`config.mk`:
```
export PLATFORM = sky130hd
export DESIGN_NAME = pc_flag_unit
export DESIGN_NICKNAME = d
export VERILOG_FILES = /design/src/rtl/pc_flag_unit.sv
export SDC_FILE = /design/constraint.sdc
export NUM_CORES = 1
export LEC_CHECK = 0
export CORE_MARGIN = 2
export CORE_UTILIZATION = 55
export CTS_BUF_LIST = sky130_fd_sc_hd__clkbuf_8
export CTS_CLUSTER_DIAMETER = 100
export DETAILED_ROUTE_END_ITERATION = 10
export GPL_TIMING_DRIVEN = 0
export PLACE_DENSITY = 0.87
export SLEW_MARGIN = 20
export SYNTH_ARGS = -nofsm -noshare
export SYNTH_HDL_FRONTEND = slang
export SYNTH_SLANG_ARGS = --single-unit
```
`constraint.sdc`:
```
create_clock -name CLK -period 6.18 [get_ports CLK]
set_clock_uncertainty 0.2 [all_clocks]
set_input_delay 1.236 -clock CLK [delete_from_list [all_inputs] [get_ports CLK]]
set_output_delay 1.236 -clock CLK [all_outputs]
set_load 0.05 [all_outputs]
```
`src/rtl/pc_flag_unit.sv`:
```
// pc_flag_unit: PC sequencer with branch-target LUT and flag/overflow registers; define RELATIVE_BRANCH_EN for PC-relative branches
module pc_flag_unit #(
  parameter int PC_W   = 10,
  parameter int LUT_AW = 4
) (
  input  logic              CLK,
  input  logic              RESET,
  input  logic              START,
  input  logic              HALT_REQ,
  input  logic              BRANCH_EN,
  input  logic [LUT_AW-1:0] BR_IDX,
  input  logic              BR_REL,
  input  logic              FLAG_WE,
  input  logic              FLAG_D,
  input  logic              OVF_WE,
  input  logic              OVF_D,
  input  logic              LUT_WE,
  input  logic [LUT_AW-1:0] LUT_WADDR,
  input  logic [PC_W-1:0]   LUT_WDATA,
  output logic [PC_W-1:0]   PC,
  output logic              FLAG_Q,
  output logic              OVF_Q,
  output logic              INSTR_VALID,
  output logic              BR_TAKEN,
  output logic              DONE
);
  typedef enum logic [1:0] {IDLE, RUN, BUBBLE, HALT} state_t;
  state_t state_q, state_d;
  logic [PC_W-1:0] pc_q, pc_d, target;
  logic [PC_W-1:0] lut_q [2**LUT_AW];
  logic flag_q, flag_d, ovf_q, ovf_d, lut_wr;
`ifdef RELATIVE_BRANCH_EN
  assign target = BR_REL ? pc_q + lut_q[BR_IDX] : lut_q[BR_IDX];
`else
  logic unused_br_rel;
  assign unused_br_rel = BR_REL;
  assign target = lut_q[BR_IDX];
`endif
  assign lut_wr = LUT_WE && (state_q == IDLE || state_q == HALT);
  always_comb begin
    state_d = state_q;
    pc_d    = pc_q;
    flag_d  = flag_q;
    ovf_d   = ovf_q;
    unique case (state_q)
      IDLE: state_d = START ? RUN : IDLE;
      RUN: begin
        flag_d  = FLAG_WE ? FLAG_D : flag_q;
        ovf_d   = OVF_WE ? OVF_D : ovf_q;
        state_d = HALT_REQ ? HALT : BRANCH_EN ? BUBBLE : RUN;
        pc_d    = HALT_REQ ? pc_q : BRANCH_EN ? target : pc_q + PC_W'(1);
      end
      BUBBLE: state_d = RUN;
      HALT: begin
        state_d = START ? RUN : HALT;
        pc_d    = START ? '0 : pc_q;
        flag_d  = START ? 1'b0 : flag_q;
        ovf_d   = START ? 1'b0 : ovf_q;
      end
      default: state_d = IDLE;
    endcase
  end
  always_ff @(posedge CLK or posedge RESET) begin
    if (RESET) begin
      state_q <= IDLE;
      pc_q    <= '0;
      flag_q  <= 1'b0;
      ovf_q   <= 1'b0;
      for (int i = 0; i < 2**LUT_AW; i++) lut_q[i] <= '0;
    end else begin
      state_q <= state_d;
      pc_q    <= pc_d;
      flag_q  <= flag_d;
      ovf_q   <= ovf_d;
      if (lut_wr) lut_q[LUT_WADDR] <= LUT_WDATA;
    end
  end
  assign PC          = pc_q;
  assign FLAG_Q      = flag_q;
  assign OVF_Q       = ovf_q;
  assign INSTR_VALID = state_q == RUN;
  assign BR_TAKEN    = state_q == BUBBLE;
  assign DONE        = state_q == HALT;
endmodule

```
Word-level counts from Yosys, hierarchy flattened
Index checks and enable logic that the tools add are counted.
W data, S select, Z words.
Word-level totals
  register bits after elaboration: 174
  input port bits: 29
  output and inout bits: 15
  word-level logic and storage cells: 61
Cells by class
  add/subtract/negate cells: 1
  magnitude comparators: 3
  equal/unequal tests: 7
  mux-type cells: 20
  bitwise operators: 2
  reductions and logical operators: 8
Operators with widths (count)
  $bwmux W160: 1
  $mux W10: 6
  $bmux W10 S4: 1
  $demux W10 S4: 1
  $pmux W10 S2: 1
  $add A10 B1 Y10 const B: 1
  $ge A5 B5 Y1 const B: 2
  $not A4 Y5: 2
  $reduce_and A3 Y1: 3
  $ne A2 B2 Y1 const B: 4
  $pmux W2 S4: 1
  $mux W2: 3
  $lt A5 B1 Y1 const B: 1
  $eq A2 B2 Y1 const B: 2
  $mux W1: 4
  $pmux W1 S2: 2
  $eq A2 B1 Y1 const B: 1
  $logic_and A1 B1 Y1: 2
  $logic_not A2 Y1: 1
  $reduce_bool A2 Y1: 1
  $logic_or A1 B1 Y1: 1

Depth between registers and ports, before layout
  depth in word-level cells: 7
  depth in mapped cells: 8
  mapped depth without buffers: 7

Worst setup path before layout
OpenSTA, ideal clock, no wires.
  kind: input to register
  start: input BR_IDX[2]
  end: register pc_q[9], in the netlist PC[9]
  setup time: 122 ps
  data arrival time: 2620 ps
  path slack: 3239 ps
  cell stages on the path: 7
  buffers on the path: 3
  path through: buf_4 buf_2 buf_2 mux4_2 mux2i_1 nand3_1 a32o_1
On the way
  word-level cells in the longest chain between the ends: 7
Ends and longest elaborated chain
  start, declared: RTL line 11  | input logic [LUT_AW-1:0] BR_IDX,
  $not A4 Y5 (implied by the code): RTL line 37  | assign target = lut_q[BR_IDX];
  $bmux W10 S4: RTL line 37
  $mux W10 (implied by the code) (2 in series): RTL line 37
  $mux W10 (2 in series): RTL line 51  | pc_d = HALT_REQ ? pc_q : BRANCH_EN ? target : pc_q + PC_W'(1);
  $pmux W10 S2: RTL line 45  | unique case (state_q)
  end signal, assigned: RTL line 72  | pc_q <= pc_d;
  end, declared: RTL line 29  | logic [PC_W-1:0] pc_q, pc_d, target;
No other way between the ends. The select of a mux whose other input is x is not followed.
A chain may end at the register's enable or synchronous reset.

Worst setup path in the final report
  start: register state_q[0]
  end: output DONE
On the way
  word-level cells in the longest chain between the ends: 1
Ends and longest elaborated chain
  start, declared: RTL line 28  | state_t state_q, state_d;
  start signal, assigned: RTL line 71  | state_q <= state_d;
  $eq A2 B2 Y1: RTL line 83  | assign DONE = state_q == HALT;
  end, declared: RTL line 25  | output logic DONE
No other way between the ends.

==> metrics.yaml <==
status: "finished clean"
yosysSeqAreaShare_pct: 53.3
hold_violations: 0
critPathMaxStageDelay_ns: 0.86
dieHeight_um: 126
worstPathCellList: "ha_1 -> clkdlybuf4s50_1"
die_x_um: 126
synth.distinct_cells: 39
htreeDepth: 4
p_sw_share_pct: 31.8
min_from: "lut_q[135]"
place.gp.congestion: 0.814
crit_slowest_cell: "clkdlybuf4s50_1"
slew_viol_final: 0
layout-drive-gt1-share_pct: 38.6
ys.flop_type: "dfrtp_1"
synthAdderAreaFrac_pct: 0.766
ys.warnings.count: 0
vias: 5072
ys_seq_elements: 174
cts_tree: "done"
reg2reg_slack_ns: 3.33
fin_util_pct: 63.1
avgSynthCellArea_um2: 14.8
boundaryPins: 44
endpoint_kind: "primary output"
grt_pass1_wl_um: 30100
numCtsBuffers: 17
synth_top_family_by_area: "multiplexers"
layout_setup_ws_ns: 2.71
grt_antenna_before_repair: 0
grt_start_max_net_pins: 106
start_kind: "flop"
rsz0062_at_grt: "false"
wire_per_inst_um: 23.7
synth_simple_gate_area_share_pct: 4.46
timing.final.crit_share_pct: 56.2
antenna_left: 0
leakage_nw: 4.06
power.switching_mw: 1.29
synth_mux_area_share_pct: 35.8
final_common_cell: "dfrtp_1"
r2r-start: "state_q[0]"
core_mm2: 0.0145
setup_viol: 0
ctsHoldBuffers: 0
via_per_inst: 6.32
period_needed_ns: 3.47
holdWs_ns: 0.292
final_nets: 644
total_power_mw: 4.07
hold_class: "flop to flop"
power.density_mw_per_mm2: 444
p_int_mw: 2.77
crit_buf_inv: 1
setup-tns-final_ns: 0
synthArstFlopShare_pct: 100
synth_xor_xnor_area_share_pct: 0.643
clkSinkCount: 174
worstPathRequired_ns: 4.74
sequentialPowerShare_pct: 49.0
criticalPathCategory: "flop to primary output"
fmaxAchievable_ghz: 0.288
synthesis.instances: 551
rows: 44
mostFrequentLayoutCells: "174 x dfrtp_1, 151 x mux2_2, 42 x mux4_2"
power.share.clock_pct: 17.5
cp_top_family: "buffers and inverters"
wirelength_um: 19000
io_buffers: 39
gr-total-overflow: 0
synth-edff-count: 0
vdd_drop_max_v: 0.000314
worst_slew_pin_slew_ns: 1.18
syn_area_mm2: 0.00817
dieArea_mm2: 0.0158
min_to: "lut_q[135]"
drc_errors: 0
synth_nets: 585
cap_violations: 0
slew_headroom_pct: 20.8
clk_pin_slew_worst_paths_ns: 0.08
drtIter0Drc: 481
grt_pass1_vias: 5487
diodes: 0
reg2reg_depth: 7
worst-path-max-fanout: 8
design_area_mm2: 0.00917
timing.rr.end: "lut_q[87]"
ctsLongestPathBuffers: 2
syn_to_final_growth_pct: 12.2
initial_core_util_pct: 56.2
arrival_ns: 2.04
dp_hpwl_um: 12600
ctsResizeCount: 0
clock_latency_ns: 0.48
synth-compound-area-share_pct: 2.74
power_frac_comb_pct: 33.5
ctsRootBufferMaster: "clkbuf_8"
placed_cell_area_mm2: 0.00883
post-cts-setup-buffers: 0
dr.pass1.iters: 5
dp_slack_ns: 2.34
track_usage_pct: 25.3
hold_path_depth: 1
dp.cells: 775
fillCellCount: 1050
final_cells: 803
routing by layer:
| layer | track usage, % | share of wire [%] | wire, um |
|---|---|---|---|
| met3 | 6.12 | 6.3 | 1200 |
| met2 | 41.9 | 50 | 9410 |
| met5 | 0 | 0 | 0 |
| met4 | 10.3 | 3.2 | 616 |
| met1 | 32.5 | 41 | 7770 |
cell usage after synthesis (2+ instances only):
| cell | n | area (um2) |
|---|---|---|
| a21oi_1 | 5 | 25.0 |
| nand2_1 | 29 | 109 |
| o2111ai_1 | 2 | 17.5 |
| nor2_1 | 7 | 26.3 |
| buf_6 | 3 | 33.8 |
| xor2_1 | 4 | 35.0 |
| mux4_2 | 42 | 946 |
| dfrtp_1 | 174 | 4350 |
| nor3_1 | 3 | 15.0 |
| nand4_1 | 2 | 12.5 |
| ha_1 | 5 | 62.6 |
| nand2b_1 | 2 | 12.5 |
| buf_2 | 9 | 45.0 |
| nor2b_1 | 12 | 75.1 |
| clkbuf_1 | 17 | 63.8 |
| a22o_1 | 2 | 17.5 |
| xnor2_1 | 2 | 17.5 |
| o211ai_1 | 2 | 15.0 |
| a31oi_1 | 4 | 25.0 |
| o21ai_1 | 7 | 35.0 |
| mux2i_1 | 17 | 170 |
| nand3_1 | 9 | 45.0 |
| buf_4 | 2 | 15.0 |
| o21ai_0 | 9 | 45.0 |
| nor3b_1 | 2 | 15.0 |
| mux2_2 | 151 | 1700 |
| mux2_1 | 10 | 113 |
| inv_1 | 7 | 26.3 |
cell type report:
| type | count | area, um2 | share of cell area (%) |
|---|---|---|---|
| timing repair buffer | 40 | 418 | 4.56 |
| multi-input combinational | 339 | 3630 | 39.6 |
| inverter | 7 | 33.8 | 0.369 |
| clock buffer | 22 | 303 | 3.30 |
| clock inverter | 6 | 37.5 | 0.410 |
| tap | 184 | 230 | 2.51 |
| sequential | 174 | 4350 | 47.5 |
| buffer | 31 | 158 | 1.72 |
registers in the layout, summed over array words and instances (netlist names):
register / flops
FLAG_Q: 1
OVF_Q: 1
PC: 10
lut_q: 160
state_q: 2
cells by family after synthesis:
| family | Yosys count |
|---|---|
| multiplexers | 220 |
| flip-flops | 174 |
| AND/OR/NAND/NOR | 72 |
| buffers and inverters | 38 |
| AO/OA/AOI/OAI | 36 |
| XOR/XNOR | 6 |
| adder cells (fa/ha/maj) | 5 |
power by group through the flow:
stage          combinational (mW)  sequential [mW]  clock [mW]
3_5_place_dp                 1.36             2.01           0
6_report                     1.36             1.99       0.710
3_3_place_gp                 1.29             1.94           0
2_1_floorplan               0.954             2.00           0
5_1_grt                      1.46             2.05       0.764
4_1_cts                      1.37             1.98       0.717
how the worst max path moves through the flow:
stage / to / slack (ns) / cells after the start / startpoint
6_report: DONE / 2.71 / 2 / state_q[0]
5_1_grt: INSTR_VALID / 2.61 / 3 / state_q[1]
4_1_cts: DONE / 2.67 / 2 / state_q[0]
3_5_place_dp: PC[5] / 2.34 / 7 / BR_IDX[3]
3_3_place_gp: lut_q[41] / -1.72 / 2 / RESET
2_1_floorplan: FLAG_Q / 0.03 / 1 / RESET
No activity file was read; power rests on OpenSTA's default activity.
